### config.mk
export PLATFORM = sky130hd
export DESIGN_NAME = fetch_stage
export DESIGN_NICKNAME = d
export VERILOG_FILES = /design/src/rtl/fetch_stage.sv
export SDC_FILE = /design/constraint.sdc
export NUM_CORES = 1
export LEC_CHECK = 0
export ABC_AREA = 1
export CORE_ASPECT_RATIO = 1.2
export CORE_MARGIN = 3
export CORE_UTILIZATION = 50
export CTS_BUF_LIST = sky130_fd_sc_hd__clkbuf_16
export CTS_CLUSTER_DIAMETER = 50
export DETAILED_ROUTE_END_ITERATION = 16
export PLACE_DENSITY = 0.86
export RECOVER_POWER = 100
export SLEW_MARGIN = 20
export SYNTH_ARGS = -nofsm -noshare
export SYNTH_HDL_FRONTEND = slang
export SYNTH_SLANG_ARGS = --single-unit
### constraint.sdc
create_clock -name Clk -period 4.1 [get_ports Clk]
set_input_delay 1.025 -clock Clk [delete_from_list [all_inputs] [get_ports Clk]]
set_output_delay 1.025 -clock Clk [all_outputs]
set_load 0.01 [all_outputs]
### src/rtl/fetch_stage.sv
// Instruction-fetch stage and IF/ID pipeline register for the 16-bit 5-stage datapath.
// Owns the PC, redirects on taken branches, honours hazard stalls and stops on HALT.
// Optional feature: define FETCH_PERF_COUNT_EN to add the FlushCount/StallCount outputs.
module fetch_stage #(
    parameter int unsigned          DATA_WIDTH   = 16,
    parameter logic [DATA_WIDTH-1:0] RESET_VECTOR = 16'h0000,
    parameter int unsigned          PC_INCREMENT = 2,
    parameter logic [DATA_WIDTH-1:0] NOP_INSTR    = 16'h0000,
    parameter logic [DATA_WIDTH-1:0] HALT_INSTR   = 16'hFFFF
) (
    input  logic                  Clk,
    input  logic                  Reset_n,
    input  logic                  BranchingSoFlush,
    input  logic [DATA_WIDTH-1:0] BranchTarget,
    input  logic                  Stall,
    input  logic [DATA_WIDTH-1:0] InstrData,
    output logic [DATA_WIDTH-1:0] InstrAddr,
    output logic [DATA_WIDTH-1:0] IF_ID_Instr,
    output logic [DATA_WIDTH-1:0] IF_ID_PCPlus2,
    output logic                  IF_ID_Valid,
    output logic                  Halted
`ifdef FETCH_PERF_COUNT_EN
    ,
    output logic [15:0]           FlushCount,
    output logic [15:0]           StallCount
`endif
);

    typedef enum logic [1:0] {
        ST_BOOT = 2'd0,
        ST_RUN  = 2'd1,
        ST_HALT = 2'd2
    } state_e;

    state_e                  state_q, state_d;
    logic [DATA_WIDTH-1:0]   pc_q, pc_d;
    logic [DATA_WIDTH-1:0]   instr_q, instr_d;
    logic [DATA_WIDTH-1:0]   pcp2_q, pcp2_d;
    logic                    valid_q, valid_d;
    logic                    halted_q, halted_d;
    logic [DATA_WIDTH-1:0]   pc_plus;
    logic                    halt_word;

    // Sequential successor of the PC (wraps modulo 2^DATA_WIDTH) and HALT opcode detect
    always_comb begin
        pc_plus   = pc_q + DATA_WIDTH'(PC_INCREMENT);
        halt_word = (InstrData == HALT_INSTR);
    end

    // State register
    always_ff @(posedge Clk or negedge Reset_n) begin
        if (!Reset_n) begin
            state_q <= ST_BOOT;
        end else begin
            state_q <= state_d;
        end
    end

    // Next-state logic: a flush always beats a HALT word or a stall
    always_comb begin
        state_d = state_q;
        case (state_q)
            ST_BOOT: state_d = ST_RUN;
            ST_RUN: begin
                if (!BranchingSoFlush && !Stall && halt_word) begin
                    state_d = ST_HALT;
                end
            end
            ST_HALT: begin
                if (BranchingSoFlush) begin
                    state_d = ST_RUN;
                end
            end
            default: state_d = ST_BOOT;
        endcase
    end

    // PC and IF/ID next values, priority flush > stall > halt > sequential fetch
    always_comb begin
        pc_d     = pc_q;
        instr_d  = instr_q;
        pcp2_d   = pcp2_q;
        valid_d  = valid_q;
        halted_d = halted_q;
        case (state_q)
            ST_BOOT: begin
                instr_d = NOP_INSTR;
                pcp2_d  = '0;
                valid_d = 1'b0;
            end
            ST_RUN: begin
                if (BranchingSoFlush) begin
                    pc_d    = BranchTarget;
                    instr_d = NOP_INSTR;
                    pcp2_d  = '0;
                    valid_d = 1'b0;
                end else if (Stall) begin
                    pc_d = pc_q;
                end else if (halt_word) begin
                    instr_d  = HALT_INSTR;
                    pcp2_d   = pc_plus;
                    valid_d  = 1'b1;
                    halted_d = 1'b1;
                end else begin
                    instr_d = InstrData;
                    pcp2_d  = pc_plus;
                    valid_d = 1'b1;
                    pc_d    = pc_plus;
                end
            end
            ST_HALT: begin
                if (BranchingSoFlush) begin
                    pc_d     = BranchTarget;
                    instr_d  = NOP_INSTR;
                    pcp2_d   = '0;
                    valid_d  = 1'b0;
                    halted_d = 1'b0;
                end else if (!Stall) begin
                    // HALT word already issued once; keep feeding bubbles
                    instr_d = NOP_INSTR;
                    pcp2_d  = '0;
                    valid_d = 1'b0;
                end
            end
            default: begin
                pc_d     = RESET_VECTOR;
                instr_d  = NOP_INSTR;
                pcp2_d   = '0;
                valid_d  = 1'b0;
                halted_d = 1'b0;
            end
        endcase
    end

    // PC and IF/ID pipeline register
    always_ff @(posedge Clk or negedge Reset_n) begin
        if (!Reset_n) begin
            pc_q     <= RESET_VECTOR;
            instr_q  <= NOP_INSTR;
            pcp2_q   <= '0;
            valid_q  <= 1'b0;
            halted_q <= 1'b0;
        end else begin
            pc_q     <= pc_d;
            instr_q  <= instr_d;
            pcp2_q   <= pcp2_d;
            valid_q  <= valid_d;
            halted_q <= halted_d;
        end
    end

    // Output mapping; InstrAddr is the live PC
    always_comb begin
        InstrAddr     = pc_q;
        IF_ID_Instr   = instr_q;
        IF_ID_PCPlus2 = pcp2_q;
        IF_ID_Valid   = valid_q;
        Halted        = halted_q;
    end

`ifdef FETCH_PERF_COUNT_EN
    localparam int unsigned CNT_W = 16;

    logic [CNT_W-1:0] flush_cnt_q, flush_cnt_d;
    logic [CNT_W-1:0] stall_cnt_q, stall_cnt_d;

    // Saturating event counters: accepted flushes (RUN/HALT) and stall-held RUN cycles
    always_comb begin
        flush_cnt_d = flush_cnt_q;
        stall_cnt_d = stall_cnt_q;
        if (BranchingSoFlush && (state_q != ST_BOOT) && (flush_cnt_q != {CNT_W{1'b1}})) begin
            flush_cnt_d = flush_cnt_q + CNT_W'(1);
        end
        if ((state_q == ST_RUN) && Stall && !BranchingSoFlush
            && (stall_cnt_q != {CNT_W{1'b1}})) begin
            stall_cnt_d = stall_cnt_q + CNT_W'(1);
        end
    end

    // Counter registers
    always_ff @(posedge Clk or negedge Reset_n) begin
        if (!Reset_n) begin
            flush_cnt_q <= '0;
            stall_cnt_q <= '0;
        end else begin
            flush_cnt_q <= flush_cnt_d;
            stall_cnt_q <= stall_cnt_d;
        end
    end

    // Counter outputs
    always_comb begin
        FlushCount = flush_cnt_q;
        StallCount = stall_cnt_q;
    end
`endif

endmodule

==> impl_metrics.py <==
metrics = {
    "pwr": {
        "power.leakage_uw": 0.00194,
        "powerDensity_nw_per_um2": 476,
        "peakVddDrop_v": 0.000382,
    },
    "global_routing": {
        "antenna_found_initial": 0,
        "grt_pass1_vias": 2638,
        "grt_pass1_wl_um": 12400,
        "grt_max_degree": 31,
        "grt_overflow": 0,
        "grt_usage": 0.251,
    },
    "worst_setup_path": {
        "critPathLaunchType": "input port",
        "cp_slowest_cell": "o21ai_1",
        "critPathKind": "in -> reg",
        "cpPeakStageDelay_ns": 1.06,
        "crit_required_ns": 4.27,
        "worstPathArrival_ns": 3.50,
        "cp-end-kind": "flop",
        "cpMostUsedCell": "nand2_1",
        "crit_chain": "dlygate4sd3_1 > nand2_1 > nor2_1 > nand2_1 > o21ai_1 > a21oi_4 > nand2_1 > nand2_1",
        "cp_max_fo": 17,
    },
    "cells_and_area": {
        "seq_area_um2": 1300,
        "design_area_um2": 3710,
        "antennaDiodeCount": 0,
        "final_common_cell": "nand2_1",
        "synthToLayoutAreaGrowth_pct": 39.0,
        "mostFrequentLayoutCells": "nand2_1 (141), dfrtp_1 (52), dlygate4sd3_1 (51)",
        "nets": 470,
        "multi_input_area_um2": 1230,
        "drive_above_1_share": 0.0465,
        "fillers": 403,
    },
    "clock_tree": {
        "ctsResizeCount": 0,
        "cts_root_buffer": "clkbuf_16",
        "clock_sinks": 52,
        "clock_latency_ns": 0.29,
        "htreeDepth": 2,
        "ctsLongestPathBuffers": 2,
        "postCtsHoldBufs": 0,
        "postCtsSetupBuffers": 0,
        "cts_tree": "built",
        "clkTransAtPathRegs_ns": 0.07,
        "cts-buffers-inserted": 5,
    },
    "floorplan": {
        "start_util": 0.530,
        "fp.coreArea_um2": 5040,
        "die_w_um": 72.7,
        "die_h_um": 86.1,
        "die_area_um2": 6260,
        "ios": 86,
        "rows": 28,
    },
    "timing": {
        "fmax_ghz": 0.300,
        "relSlewSlack": -0.0366,
        "period_needed_ns": 3.33,
        "period_share": 0.813,
        "rsz0062_at_grt": "false",
        "fin_skew_ns": 0.00448,
        "report.final.slew_viol_count": 31,
        "final-setup-viol-count": 0,
        "finalHoldViolations": 0,
        "fin_setup_tns_ns": 0,
        "tightestPinTransition_ns": 1.55,
    },
    "place": {
        "dp_hpwl_um": 5500,
        "place.gp.congestion": 0.916,
        "place_area_um2": 3570,
        "io_buffer_count": 85,
    },
    "routing": {
        "drtIter0Drc": 269,
        "ant_nets": 0,
        "wire_per_inst_um": 15.1,
        "drc": 0,
        "vias": 2714,
        "routed_via_density": 5.54,
        "first_pass_iters": 4,
        "routed_wl_um": 7390,
    },
    "run": {
        "drv_cap": 1,
    },
    "synth": {
        "syn_nets": 385,
        "synthCells": 344,
        "syn_area_per_cell_um2": 7.77,
        "synth_area_um2": 2670,
        "ys_ff_latch": 52,
        "ys_types": 24,
        "ys_warn_count": 0,
        "ys_seq_area_frac": 0.487,
    },
    "run_status": {
        "status": "finished, violations left",
        "violations": "max-capacitance violations, max-slew violations",
    },
    "min_path": {
        "min_path_type": "reg -> reg",
    },
}
[worst max-delay path, delay by kind of cell]
kind	cells	cell delay, ns
compound gates	2	1.37
buf+inv	1	0.56
simple gates	5	0.53
[routing by layer]
layer  global-route usage  part of all wire
met1                0.315              0.39
met2                0.421              0.51
met3               0.0481             0.073
met4                0.102             0.023
met5                    0                 0
[Yosys cell counts]
master    instances  share of area
nand2_1         141           0.20
dfrtp_1          52           0.49
nand3_1          44          0.082
o21ai_0          25          0.047
nor2_1           17          0.024
inv_1            15          0.021
a21oi_1           9          0.017
buf_2             7          0.013
ha_1              5          0.023
nand4_1           5          0.012
o21bai_1          4          0.011
clkbuf_1          3         0.0042
inv_2             3         0.0042
a21oi_4           2          0.012
nand2_4           2         0.0084
nor2_4            2         0.0084
a21boi_0          1         0.0028
a31oi_1           1         0.0023
buf_6             1         0.0042
mux2_2            1         0.0042
nand3_4           1         0.0066
nor3_1            1         0.0019
o21ai_1           1         0.0019
o21ai_2           1         0.0033
[layout make-up]
class | instances | share of cell area
Timing Repair Buffer | 89 | 0.235
Clock inverter | 3 | 0.0115
Clock buffer | 5 | 0.0337
Tap cell | 60 | 0.0202
Inverter | 18 | 0.0182
Sequential cell | 52 | 0.350
Multi-Input combinational cell | 263 | 0.332
[worst paths after layout]
check	start	end	slack, ns	cells after the start
setup / recovery	InstrData[3]	InstrAddr[6]	0.77	8
hold / removal	IF_ID_Instr[3]	IF_ID_Instr[3]	0.47	2
setup reg to reg	state_q[1]	IF_ID_PCPlus2[6]	1.26	9
hold reg to reg	IF_ID_Instr[3]	IF_ID_Instr[3]	0.47	2
max in group asynchronous	Reset_n	InstrAddr[11]	1.15	2
min in group asynchronous	Reset_n	IF_ID_Instr[2]	0.94	1
[cell families after synthesis]
| family | Yosys count | share of synthesized area |
|---|---|---|
| and+or+nand+nor | 213 | 0.341 |
| DFF | 52 | 0.487 |
| AOI/OAI and AO/OA | 44 | 0.0974 |
| buffers and inverters | 29 | 0.0468 |
| adders and majority gates | 5 | 0.0234 |
| muxes | 1 | 0.00421 |
[state kept, by name (all words and copies together), names as in the netlist]
| signal | cells |
|---|---|
| IF_ID_Instr | 16 |
| IF_ID_PCPlus2 | 16 |
| InstrAddr | 16 |
| state_q | 2 |
| Halted | 1 |
| IF_ID_Valid | 1 |
[through the flow]
stage,hold slack (ns),utilization,instances,setup slack [ns],total power [µW]
2_1_floorplan,0.509,-,344,2.13,1040
3_3_place_gp,0.454,0.707,482,1.07,1320
3_5_place_dp,0.458,0.707,482,0.957,1340
4_1_cts,0.474,0.740,490,1.25,1810
5_1_grt,0.489,0.736,490,0.590,1880
6_report,0.466,0.736,490,0.768,1770
[report_power, final]
group | internal (µW) | switching (µW) | leakage, µW
Sequential | 596 | 92.9 | 0.000715
Clock | 288 | 182 | 0.0000856
Combinational | 245 | 363 | 0.00114
Total | 1130 | 638 | 0.00194
(Power assumes the default switching activity.)
